`config.mk`:
```
export PLATFORM = sky130hd
export DESIGN_NAME = cdb_arbiter
export DESIGN_NICKNAME = d
export VERILOG_FILES = /design/src/rtl/rv32i_types.sv /design/src/rtl/cdb_arbiter_rr_pick.sv /design/src/rtl/cdb_arbiter.sv
export SDC_FILE = /design/constraint.sdc
export NUM_CORES = 1
export LEC_CHECK = 0
export ABC_AREA = 1
export CORE_MARGIN = 2
export CORE_UTILIZATION = 43
export CTS_CLUSTER_SIZE = 14
export DETAILED_ROUTE_END_ITERATION = 8
export HOLD_SLACK_MARGIN = 0.02
export PLACE_DENSITY = 0.83
export SYNTH_ARGS = -nofsm -noshare
export SYNTH_HDL_FRONTEND = slang
export SYNTH_SLANG_ARGS = --single-unit
```
`constraint.sdc`:
```
create_clock -name clk -period 3.5 [get_ports clk]
set_input_delay 0.35 -clock clk [delete_from_list [all_inputs] [get_ports clk]]
set_output_delay 0.35 -clock clk [all_outputs]
set_load 0.01 [all_outputs]
```
`src/rtl/rv32i_types.sv`:
```
// Shared types and constants for the common-data-bus arbiter.
package rv32i_types;

  localparam int CDB_NUM_REQ = 3;
  localparam int CDB_NUM_CDB = 2;
  localparam int CDB_WIDTH   = 32;
  localparam int CDB_TAG_W   = 3;

  localparam logic [1:0] REQ_ACU = 2'd0;
  localparam logic [1:0] REQ_BR  = 2'd1;
  localparam logic [1:0] REQ_LSQ = 2'd2;

  typedef struct packed {
    logic                 valid;
    logic [CDB_TAG_W-1:0] tag;
    logic [CDB_WIDTH-1:0] data;
    logic [1:0]           src;
  } cdb_t;

endpackage

```
`src/rtl/cdb_arbiter_rr_pick.sv`:
```
// Combinational round-robin picker: grants up to NUM_CDB requesters,
// scanning from rr_ptr_i, and maps the k-th grant onto lane k.
module rr_pick #(
  parameter int NUM_REQ = 3,
  parameter int NUM_CDB = 2,
  parameter int PTR_W   = $clog2(NUM_REQ)
) (
  input  logic [NUM_REQ-1:0]            req_valid_i,
  input  logic [PTR_W-1:0]              rr_ptr_i,
  output logic [NUM_REQ-1:0]            grant_o,
  output logic [NUM_CDB-1:0]            lane_valid_o,
  output logic [NUM_CDB-1:0][PTR_W-1:0] lane_idx_o,
  output logic [PTR_W-1:0]              last_idx_o
);

  always_comb begin
    int n;
    int j;
    grant_o      = '0;
    lane_valid_o = '0;
    lane_idx_o   = '0;
    last_idx_o   = rr_ptr_i;
    n            = 0;
    j            = 0;
    for (int i = 0; i < NUM_REQ; i++) begin
      // Rotated index without a modulo operator (NUM_REQ need not be 2^n)
      j = int'(rr_ptr_i) + i;
      if (j >= NUM_REQ) j = j - NUM_REQ;
      if (req_valid_i[j] && n < NUM_CDB) begin
        grant_o[j]      = 1'b1;
        lane_valid_o[n] = 1'b1;
        lane_idx_o[n]   = PTR_W'(j);
        last_idx_o      = PTR_W'(j);
        n               = n + 1;
      end
    end
  end

endmodule

```
`src/rtl/cdb_arbiter.sv`:
```
// CDB arbiter: shares NUM_CDB registered broadcast lanes between the ALU RS,
// branch RS and LSQ with round-robin fairness, flush kill and conflict count.
module cdb_arbiter
  import rv32i_types::*;
#(
  parameter int NUM_REQ = CDB_NUM_REQ,
  parameter int NUM_CDB = CDB_NUM_CDB,
  parameter int width   = CDB_WIDTH,
  parameter int TAG_W   = CDB_TAG_W
) (
  input  logic                            clk,
  input  logic                            rst,
  input  logic                            flush,
  input  logic [NUM_REQ-1:0]              req_valid,
  input  logic [NUM_REQ-1:0][TAG_W-1:0]   req_tag,
  input  logic [NUM_REQ-1:0][width-1:0]   req_data,
  output logic [NUM_REQ-1:0]              req_ready,
  output logic [NUM_CDB-1:0]              cdb_valid,
  output logic [NUM_CDB-1:0][TAG_W-1:0]   cdb_tag,
  output logic [NUM_CDB-1:0][width-1:0]   cdb_data,
  output logic [NUM_CDB-1:0][1:0]         cdb_src,
  output logic [31:0]                     conflict_cnt
);

  localparam int PTR_W = $clog2(NUM_REQ);

  logic [PTR_W-1:0]              rr_ptr_q, rr_ptr_d;
  logic [31:0]                   conflict_q, conflict_d;
  cdb_t                          cdb_q [NUM_CDB];
  cdb_t                          cdb_d [NUM_CDB];

  logic [NUM_REQ-1:0]            grant;
  logic [NUM_CDB-1:0]            lane_valid;
  logic [NUM_CDB-1:0][PTR_W-1:0] lane_idx;
  logic [PTR_W-1:0]              last_idx;

  rr_pick #(
    .NUM_REQ (NUM_REQ),
    .NUM_CDB (NUM_CDB),
    .PTR_W   (PTR_W)
  ) u_pick (
    .req_valid_i  (req_valid),
    .rr_ptr_i     (rr_ptr_q),
    .grant_o      (grant),
    .lane_valid_o (lane_valid),
    .lane_idx_o   (lane_idx),
    .last_idx_o   (last_idx)
  );

  // A flushed or reset cycle consumes nothing, so requesters keep holding.
  assign req_ready = (flush || rst) ? '0 : grant;

  always_comb begin
    rr_ptr_d   = rr_ptr_q;
    conflict_d = conflict_q;
    for (int k = 0; k < NUM_CDB; k++) begin
      cdb_d[k] = '0;
      if (lane_valid[k] && !flush) begin
        cdb_d[k].valid = 1'b1;
        cdb_d[k].tag   = req_tag[lane_idx[k]];
        cdb_d[k].data  = req_data[lane_idx[k]];
        cdb_d[k].src   = 2'(lane_idx[k]);
      end
    end
    if (!flush) begin
      if (|grant)
        rr_ptr_d = (last_idx == PTR_W'(NUM_REQ - 1)) ? '0 : last_idx + 1'b1;
      if ($countones(req_valid) > NUM_CDB && conflict_q != 32'hFFFF_FFFF)
        conflict_d = conflict_q + 32'd1;
    end
  end

  always_ff @(posedge clk or posedge rst) begin
    if (rst) begin
      rr_ptr_q   <= '0;
      conflict_q <= '0;
      for (int k = 0; k < NUM_CDB; k++) cdb_q[k] <= '0;
    end else begin
      rr_ptr_q   <= rr_ptr_d;
      conflict_q <= conflict_d;
      for (int k = 0; k < NUM_CDB; k++) cdb_q[k] <= cdb_d[k];
    end
  end

  generate
    for (genvar gi = 0; gi < NUM_CDB; gi++) begin : g_lane
      assign cdb_valid[gi] = cdb_q[gi].valid;
      assign cdb_tag[gi]   = cdb_q[gi].tag;
      assign cdb_data[gi]  = cdb_q[gi].data;
      assign cdb_src[gi]   = cdb_q[gi].src;
    end
  endgenerate

  assign conflict_cnt = conflict_q;

endmodule

```
==> flow_metrics.env, run 1 <==
export IMPL_antenna_found_initial=1
export IMPL_yosys_warnings=0
export IMPL_vias=7809
export IMPL_synth_area_leaders="dfrtp_1 (38%), nand2_1 (20%), nor2_1 (11%)"
export IMPL_drtAntennaViolNets=0
export IMPL_p_leak_nw=5.04
export IMPL_synthCells=1123
export IMPL_drc=0
export IMPL_viasPerCell=5.05
export IMPL_layout_common_cells="nand2_1 (380), clkdlybuf4s50_1 (221), nor2_1 (220), nand3_1 (134), inv_1 (112)"
export IMPL_hold_buffers=0
export IMPL_criticalPathCategory="reg2out"
export IMPL_slew_headroom_pct=48.7
export IMPL_cts_sinks=110
export IMPL_fin_setup_tns_ns=0
export IMPL_p_total_mw=8.18
export IMPL_path_clk_slew_ns=0.07
export IMPL_irDropWorstVdd_uv=466
export IMPL_max_freq_ghz=0.305
export IMPL_synth_top_area_cell="dfrtp_1"
export IMPL_ys_seq_elements=110
export IMPL_chipHeight_um=134
export IMPL_fillerInstances=1479
export IMPL_layout_drive_gt1_share_pct=5.28
export IMPL_hold_viol_final=0
export IMPL_synthSimpleGateAreaFrac_pct=44.7
export IMPL_setup_violations=0
export IMPL_layout_worst_path_cycle_share_pct=93.7
export IMPL_die_area_um2=17800
export IMPL_htreeDepth=3
export IMPL_insertion_delay_ns=0.35
export IMPL_avgSynthCellArea_um2=6.43
export IMPL_grt_setup_unrepaired="no"
export IMPL_cts_inserted_buffers=9
export IMPL_cp_slowest_cell="clkdlybuf4s50_1"
export IMPL_syn_area_um2=7220
export IMPL_dp_hpwl_um=16500
export IMPL_grt_pass1_wl_um=37800
export IMPL_synth_net_count=1241
export IMPL_layout_nets=1438
export IMPL_cp_required_ns=3.15
export IMPL_clock_root_buffer="clkbuf_16"
export IMPL_hold_path_class="reg2reg"
export IMPL_skew_ns=0.00484
export IMPL_clockBufferDepth=2
export IMPL_worst_pin_slew_ns=0.770
export IMPL_ios=222
export IMPL_status="finished clean"
export IMPL_muxShareOfSynthArea_pct=0
export IMPL_final_common_cell="nand2_1"
export IMPL_initial_utilization_pct=43.7
export IMPL_antenna_diode_count=0
export IMPL_core_area_um2=16500
export IMPL_cap_violations=0
export IMPL_start_kind="flip-flop"
export IMPL_p_per_area_nw_per_um2=824
export IMPL_area_growth_pct=37.5
export IMPL_drtIter0Drc=605
export IMPL_slew_violations=0
export IMPL_routedWlPerCell_um=15.2
export IMPL_ys_types=33
export IMPL_grt_pass1_vias=7553
export IMPL_synth_top_family_by_area="simple AND/OR/NAND/NOR gates"
export IMPL_fp_row_count=47
export IMPL_crit_path_end_kind="primary output"
export IMPL_crit_path_max_fanout=9
export IMPL_grt_overflow_total=0
export IMPL_gp_congestion=0.898
export IMPL_die_w_um=134
export IMPL_setup_ws_ns=0.221
export IMPL_port_buffers=221
export IMPL_gr_usage_all_layers_pct=26.5
export IMPL_first_pass_iters=5
export IMPL_yosysSeqAreaShare_pct=38.1
export IMPL_reg2reg_slack_ns=0.55
export IMPL_wirelength_um=23500
export IMPL_max_stage_delay_ns=0.55
export IMPL_period_needed_ns=3.28
export IMPL_grt_max_degree=63
export IMPL_post_place_ws_ns=0.380
export IMPL_path_cells="inv_1 > ha_2 > inv_2 > nand2_1 > nand3_1 > nand2_1 > inv_2 > ha_1 > inv_2 > nand3_4 > nor2_1 > nor2_1 > nor2_1 > clkdlybuf4s50_1"
export IMPL_synth_compound_area_share_pct=2.36
export IMPL_cts_tree="done"
export IMPL_critical_path_arrival_ns=2.93
export IMPL_synth_top_area_share_pct=38.1
export IMPL_synth_adder_area_share_pct=1.32
export IMPL_cts_setup_buffers=0
export IMPL_synthXorXnorAreaFrac_pct=2.55
[Yosys cell counts (all sizes together)]
library cell and n:
xnor2 4, fa 1, ha 6, dfrtp 110
nand4 5, nor4 1, nand3 138, and2 1
a21oi 4, xor2 17, buf 45, and3 1
inv 126, clkbuf 8, nand2 389, nor2 222
nor3 14, nand3b 7, o21ai 24
[report_power, final]
part           switching, mW  internal (mW)  leakage, nW
Combinational           3.25           2.00         3.44
Clock                  0.487          0.622        0.158
Sequential             0.190           1.63         1.45
[metal layers]
metal	GRT usage, %	vias to the layer above	share of wire [%]
met5	0	-	0.055
met1	33.2	3585	41
li1	-	3826	-
met3	7.31	54	8.5
met2	43.3	342	48
met4	11.1	2	3.0
[state kept, by name (all words and copies together) (netlist names)]
name          cells
cdb_src           4
cdb_tag           6
rr_ptr_q          2
cdb_data         64
cdb_valid         2
conflict_cnt     32
[area by class of cell]
class	count	area, um2	area share, %
Timing Repair Buffer	239	2410	24.3
Tap cell	220	275	2.77
Sequential cell	110	2750	27.7
Inverter	126	479	4.83
Multi-Input combinational cell	834	3690	37.2
Clock buffer	13	270	2.72
Clock inverter	3	50.0	0.504
[worst paths after layout]
| check | startpoint | endpoint | cells after the start |
|---|---|---|---|
| hold / removal | conflict_cnt[22] | conflict_cnt[22] | 2 |
| setup reg to reg | rr_ptr_q[1] | cdb_data[33] | 19 |
| min in group asynchronous | rst | cdb_tag[5] | 3 |
| setup / recovery | rr_ptr_q[1] | req_ready[1] | 14 |
| max in group asynchronous | rst | rr_ptr_q[1] | 4 |
| hold reg to reg | conflict_cnt[22] | conflict_cnt[22] | 2 |
[cells by family (layout without fill, tap and decap cells)]
group	Yosys count	count (layout)
compound gates	28	28
buf+inv	179	381
simple gates	778	778
xor+xnor	21	21
fa+ha+maj	7	7
flops	110	110
[worst max-delay path, delay by kind of cell, from the launching register on]
family                     cells  cell delay [ns]
buffers and inverters          5             0.89
adders and majority gates      2             0.45
and+or+nand+nor                7             0.79
DFF                            1             0.44
[per-stage QoR]
stage               util (%)  hold slack [ns]  instances  cell area, um2
finish                  60.1            0.549       1545            9930
global route            60.1            0.573       1545            9930
CTS                     60.0            0.552       1545            9920
detailed placement      58.1            0.532       1529            9590
global placement        58.1            0.507       1529            9590
floorplan                  -            0.488       1123            7220
[timing repair]
item | in CTS | in global routing
cloned | 0 | 0
setup endpoints to repair | 1 | 3
resized for setup | 1 | 4
endpoints found under the hold margin | 0 | 0
(Power assumes the default switching activity.)
==> inputs of run 2 (changes only) <==
- MAX_ROUTING_LAYER: unset -> met4
- SLEW_MARGIN: unset -> 0
==> run 2 against run 1 <==
Compared with the run above:
- global-route usage increased by 0.89 points
- non-clock buffer count increased by 2
- critical endpoint is now req_ready[2]
- die area unchanged
- sequential share of layout area about the same
==> flow_metrics.env, run 2 (same netlist as run 1, synthesis figures left out) <==
export IMPL_largest_reg_flops=64
export IMPL_hold_path_class="reg2reg"
export IMPL_clockBufferDepth=2
export IMPL_drc=0
export IMPL_viasPerCell=5.02
export IMPL_p_clk_share_pct=12.7
export IMPL_worst_pin_slew_ns=0.779
export IMPL_grt_max_degree=63
export IMPL_clock_root_buffer="clkbuf_16"
export IMPL_routedWlPerCell_um=15.4
export IMPL_drtIter0Drc=584
export IMPL_port_buffers=221
export IMPL_die_area_um2=17800
export IMPL_multi_input_area_um2=3680
export IMPL_grt_pass1_vias=7639
export IMPL_layout_worst_path_cycle_share_pct=93.5
export IMPL_cts_tree="done"
export IMPL_core_area_um2=16500
export IMPL_power_switching_mw=3.96
export IMPL_critical_path_arrival_ns=2.92
export IMPL_area_growth_pct=37.3
export IMPL_fillerInstances=1503
export IMPL_grt_pass1_wl_um=37700
export IMPL_pwr_share_comb_pct=65.1
export IMPL_irDropWorstVdd_uv=490
export IMPL_seqCellArea_um2=2750
export IMPL_setup_ws_ns=0.226
export IMPL_rr_worst_depth=19
export IMPL_ios=222
export IMPL_hold_viol_final=0
export IMPL_internal_power_mw=4.16
export IMPL_slew_headroom_pct=48.0
export IMPL_hold_buffers=0
export IMPL_cp_required_ns=3.15
export IMPL_p_per_area_nw_per_um2=820
export IMPL_layout_nets=1440
export IMPL_antenna_found_initial=2
export IMPL_grt_overflow_total=0
export IMPL_gp_congestion=0.917
export IMPL_initial_utilization_pct=43.7
export IMPL_post_place_ws_ns=0.512
export IMPL_start_kind="flip-flop"
export IMPL_seqPwrFrac_pct=22.2
export IMPL_die_w_um=134
export IMPL_path_clk_slew_ns=0.07
export IMPL_layout_common_cells="nand2_1 (380), clkdlybuf4s50_1 (221), nor2_1 (220), nand3_1 (134), inv_1 (113)"
export IMPL_drtAntennaViolNets=0
export IMPL_gr_usage_all_layers_pct=27.4
export IMPL_status="finished clean"
export IMPL_period_needed_ns=3.27
export IMPL_fin_setup_tns_ns=0
export IMPL_wirelength_um=23800
export IMPL_crit_path_end_kind="primary output"
export IMPL_chipHeight_um=134
export IMPL_max_freq_ghz=0.305
export IMPL_criticalPathCategory="reg2out"
export IMPL_dp_hpwl_um=16600
export IMPL_switching_share_pct=48.8
export IMPL_grt_setup_unrepaired="no"
export IMPL_cts_sinks=110
export IMPL_p_leak_nw=5.03
export IMPL_hold_path_depth=1
export IMPL_layout_drive_gt1_share_pct=5.35
export IMPL_crit_path_max_fanout=5
export IMPL_fp_row_count=47
export IMPL_htreeDepth=3
export IMPL_setup_violations=0
export IMPL_cts_inserted_buffers=9
export IMPL_first_pass_iters=6
export IMPL_cap_violations=0
export IMPL_slew_violations=0
export IMPL_skew_ns=0.00963
export IMPL_insertion_delay_ns=0.36
export IMPL_final_common_cell="nand2_1"
export IMPL_vias=7771
==> run 2: power by group through the flow <==
stage / Sequential [mW] / Clock [mW] / Combinational [mW]
2_1_floorplan: 1.95 / 0 / 3.37
3_3_place_gp: 1.83 / 0 / 5.12
3_5_place_dp: 1.83 / 0 / 5.23
4_1_cts: 1.81 / 1.05 / 5.25
5_1_grt: 1.84 / 1.10 / 5.87
6_report: 1.80 / 1.03 / 5.29
==> run 2: metrics by stage <==
stage / total power [mW] / instance area, um2 / utilization (%) / hold slack [ns] / std cells
after floorplan: 5.33 / 7220 / - / 0.488 / 1123
after global placement: 6.95 / 9590 / 58.1 / 0.506 / 1529
after detailed placement: 7.05 / 9590 / 58.1 / 0.531 / 1529
after CTS: 8.11 / 9890 / 59.8 / 0.550 / 1545
after global routing: 8.81 / 9910 / 60.0 / 0.566 / 1549
final: 8.12 / 9910 / 60.0 / 0.546 / 1549
==> run 2: area by class of cell <==
cell class              count  area share, %
flip-flops and latches    110           27.8
repair buffers            241           24.5
clock buffers              11           2.55
well taps                 220           2.78
inverters                 126           4.83
clock inverters             5          0.417
diodes                      2         0.0505
multi-input cells         834           37.1
==> run 2: repair_timing <==
| action | 4_1_cts | 5_1_grt |
|---|---|---|
| setup buffers | 0 | 2 |
| hold endpoints to repair | 0 | 0 |
| gates resized for setup | 0 | 2 |
| setup endpoints to repair | 0 | 3 |
==> run 2: worst max-delay path: stages, from the launching register on <==
cell             delay (ns)
dfrtp_1                0.42
inv_1                  0.11
ha_2                   0.25
inv_2                  0.07
nand2_1                0.08
nand3_1                0.12
nand2_1                0.13
inv_2                  0.05
ha_1                   0.18
inv_1                  0.14
nand3_1                0.14
nand2_1                0.09
inv_1                  0.03
o21ai_0                0.06
inv_1                  0.07
nor2_1                 0.08
clkdlybuf4s50_1        0.55
==> run 2: per-layer routing <==
| layer | part of all wire (%) | vias to the layer above | GRT usage [%] |
|---|---|---|---|
| li1 | - | 3831 | - |
| met3 | 8.5 | 56 | 5.21 |
| met4 | 3.3 | 0 | 12.9 |
| met5 | 0 | - | - |
| met2 | 48 | 367 | 44.2 |
| met1 | 41 | 3517 | 33.2 |
==> run 2: worst paths after layout <==
check                                start              end  slack, ns
setup / recovery               rr_ptr_q[1]     req_ready[2]       0.23
hold / removal             conflict_cnt[0]  conflict_cnt[0]       0.55
setup reg to reg               rr_ptr_q[1]     cdb_data[49]       0.54
hold reg to reg            conflict_cnt[0]  conflict_cnt[0]       0.55
max in group asynchronous              rst      rr_ptr_q[0]       1.63
min in group asynchronous              rst     cdb_data[26]       0.72
==> inputs of run 3 (changes only) <==
- CORE_MARGIN: 2 -> 3
- CORE_UTILIZATION: 43 -> 41
- MAX_ROUTING_LAYER: met4 -> unset
- SYNTH_HIERARCHICAL: unset -> 1
==> run 3 against run 2 <==
Compared with the run above:
- register-to-register slack better by 0.05 ns
- core utilization is 0.67 points higher
- worst hold slack better by 0.0023 ns
- clock skew is 0.0043 ns higher
- critical path depth is 4 lower
- setup slack better by 0.13 ns
- non-clock buffer count is 5 lower
- largest power group unchanged
- sequential power is 6% lower
- clock power hardly changed
- synthesized cell count is 25% lower
- synthesized area is 14% lower
- total power is 21% lower
==> flow_metrics.env, run 3 <==
export IMPL_ios=222
export IMPL_p_clk_share_pct=15.6
export IMPL_yosys_warnings=6
export IMPL_critPathTopFamily="buffers and inverters"
export IMPL_setup_ws_ns=0.354
export IMPL_pwr_share_comb_pct=58.0
export IMPL_async_reset_ff_share_pct=100
export IMPL_ys_seq_elements=110
export IMPL_seqPwrFrac_pct=26.4
export IMPL_die_w_um=129
export IMPL_path_cells="inv_1 > ha_1 > inv_2 > nand2_4 > nand3_1 > nand2_2 > nand2_4 > nand2_1 > o21bai_1 > inv_1 > nor2_1 > clkdlybuf4s50_1"
export IMPL_yosysMostFrequentCell="nand2_1"
export IMPL_status="finished clean"
export IMPL_hold_path_end="cdb_data[26]"
export IMPL_criticalPathCategory="reg2out"
export IMPL_viasPerCell=5.37
export IMPL_synth_top_area_cell="dfrtp_1"
export IMPL_max_stage_delay_ns=0.54
export IMPL_clockBufferDepth=2
export IMPL_power_switching_mw=2.92
export IMPL_gp_congestion=0.931
export IMPL_cp_required_ns=3.15
export IMPL_cts_tree="done"
export IMPL_chipHeight_um=129
export IMPL_slew_violations=0
export IMPL_cap_violations=0
export IMPL_reg2reg_slack_ns=0.59
export IMPL_rr_endpoint="cdb_data[50]"
export IMPL_crit_path_end_kind="primary output"
export IMPL_instances_no_fill=1236
export IMPL_gr_usage_all_layers_pct=24.3
export IMPL_cts_resized=0
export IMPL_hold_path_class="in2reg"
export IMPL_netlist_top_cells_count="nand2_1 (203), dfrtp_1 (110), a21oi_1 (106)"
export IMPL_grt_setup_unrepaired="no"
export IMPL_hold_viol_final=0
export IMPL_core_area_um2=14700
export IMPL_max_freq_ghz=0.318
export IMPL_yosysSeqAreaShare_pct=44.2
export IMPL_r2r_start="rr_ptr_q[0]"
export IMPL_cts_inserted_buffers=9
export IMPL_die_area_um2=16700
export IMPL_skew_ns=0.0140
export IMPL_setup_violations=0
export IMPL_drtIter0Drc=442
export IMPL_insertion_delay_ns=0.35
export IMPL_layout_drive_gt1_share_pct=5.05
export IMPL_hold_buffers=0
export IMPL_crit_buf_inv=4
export IMPL_cts_setup_buffers=0
export IMPL_cp_slowest_cell="clkdlybuf4s50_1"
export IMPL_irDropWorstVdd_uv=491
export IMPL_drtAntennaViolNets=0
export IMPL_synth_edf_count=0
export IMPL_synth_top_area_share_pct=44.2
export IMPL_drc=0
export IMPL_p_per_area_nw_per_um2=720
export IMPL_layout_worst_path_cycle_share_pct=89.9
export IMPL_fin_setup_tns_ns=0
export IMPL_rr_worst_depth=14
export IMPL_first_pass_iters=5
export IMPL_p_leak_nw=3.93
export IMPL_postSynth_topFlopCell="dfrtp_1"
export IMPL_initial_utilization_pct=42.4
export IMPL_period_needed_ns=3.15
export IMPL_grt_pass1_vias=6485
export IMPL_internal_power_mw=3.50
export IMPL_vias=6633
export IMPL_worstHoldStart="req_data[26]"
export IMPL_crit_path_max_fanout=6
export IMPL_fillerInstances=1297
export IMPL_routedWlPerCell_um=16.6
export IMPL_synth_net_count=958
export IMPL_layout_common_cells="clkdlybuf4s50_1 (221), nand2_1 (203), dfrtp_1 (110), a21oi_1 (106), inv_1 (90)"
export IMPL_final_common_cell="clkdlybuf4s50_1"
export IMPL_cts_sinks=110
export IMPL_syn_area_um2=6230
export IMPL_antenna_found_initial=1
export IMPL_largest_reg_flops=64
export IMPL_slew_headroom_pct=45.8
export IMPL_wirelength_um=20500
export IMPL_critical_path_arrival_ns=2.80
export IMPL_synth_area_leaders="dfrtp_1 (44%), nand2_1 (12%), a21oi_1 (8.5%)"
export IMPL_clock_root_buffer="clkbuf_16"
export IMPL_grt_overflow_total=0
export IMPL_avgSynthCellArea_um2=7.41
export IMPL_dp_hpwl_um=15300
export IMPL_post_place_ws_ns=0.576
export IMPL_path_clk_slew_ns=0.08
export IMPL_hold_path_depth=3
export IMPL_synthCells=841
export IMPL_port_buffers=221
export IMPL_fp_row_count=44
export IMPL_switching_share_pct=45.5
export IMPL_htreeDepth=3
export IMPL_grt_max_degree=63
export IMPL_place_inst=1218
export IMPL_ys_types=32
export IMPL_grt_pass1_wl_um=32100
export IMPL_worst_pin_slew_ns=0.814
export IMPL_area_growth_pct=43.1
export IMPL_start_kind="flip-flop"
export IMPL_p_total_mw=6.42
export IMPL_layout_nets=1162
==> run 3: cell types whose count changed after synthesis, sizes merged, moves of 10 or more <==
cell and change:
a211oi +35, a21oi +102, buf -25, clkbuf +15
inv -32, nand2 -179, nand3 -98, nand4 +13
nor2 -157, nor3 -10, o21ai +61, xor2 -11
==> run 3: through the flow <==
step | utilization, % | hold slack [ns] | area (um2)
after global placement | 58.7 | 0.521 | 8630
final | 60.7 | 0.548 | 8920
after CTS | 60.6 | 0.539 | 8910
after detailed placement | 58.7 | 0.535 | 8630
after global routing | 60.6 | 0.571 | 8910
after floorplan | - | 0.493 | 6230
==> run 3: worst min-delay path, stage by stage <==
cell and delay (ns):
clkdlybuf4s50_1 0.39, inv_1 0.06, a211oi_1 0.06
==> run 3: power by group through the flow <==
stage | Combinational, mW | Sequential [mW] | Clock (mW)
floorplan | 2.06 | 1.84 | 0
global placement | 3.69 | 1.71 | 0
detailed placement | 3.72 | 1.72 | 0
CTS | 3.73 | 1.70 | 1.02
global route | 4.09 | 1.73 | 1.07
finish | 3.73 | 1.70 | 1.00
==> run 3: worst max-delay path by stage <==
stage                       from  slack [ns]  cells after the start           end
floorplan                    rst        0.79                      3  req_ready[0]
global placement    req_valid[2]        0.55                     12  cdb_data[42]
detailed placement   rr_ptr_q[0]        0.58                     14  cdb_data[50]
CTS                  rr_ptr_q[0]        0.32                     12  req_ready[0]
global route         rr_ptr_q[0]        0.15                     11  req_ready[0]
finish               rr_ptr_q[0]        0.35                     12  req_ready[0]
==> run 3: cells by family (layout without fill, tap and decap cells) <==
kind of cell | after synthesis | in the layout | synth area share [%]
flip-flops | 110 | 110 | 44.2
other | 0 | 2 | 0
buffers and inverters | 140 | 349 | 9.02
AND/OR/NAND/NOR | 343 | 343 | 23.8
AO/OA/AOI/OAI | 231 | 231 | 20.1
XOR/XNOR | 11 | 11 | 1.55
adder cells (fa/ha/maj) | 6 | 6 | 1.33
==> run 3: layout make-up <==
| cell class | count | area [um2] | share of cell area, % |
|---|---|---|---|
| antenna | 2 | 5.00 | 0.0561 |
| tap | 184 | 230 | 2.58 |
| clock buffer | 11 | 243 | 2.72 |
| clock inverter | 5 | 42.5 | 0.477 |
| inverter | 97 | 368 | 4.13 |
| multi-input combinational | 591 | 2930 | 32.8 |
| timing repair buffer | 236 | 2350 | 26.4 |
| sequential | 110 | 2750 | 30.9 |
==> run 3: routing by layer <==
layer	global-route usage, %	wire length [um]	vias up
met4	11.0	664	0
met3	9.15	2170	41
met2	40.8	9990	313
met1	27.6	7710	3103
li1	-	-	3176
met5	0	0	-
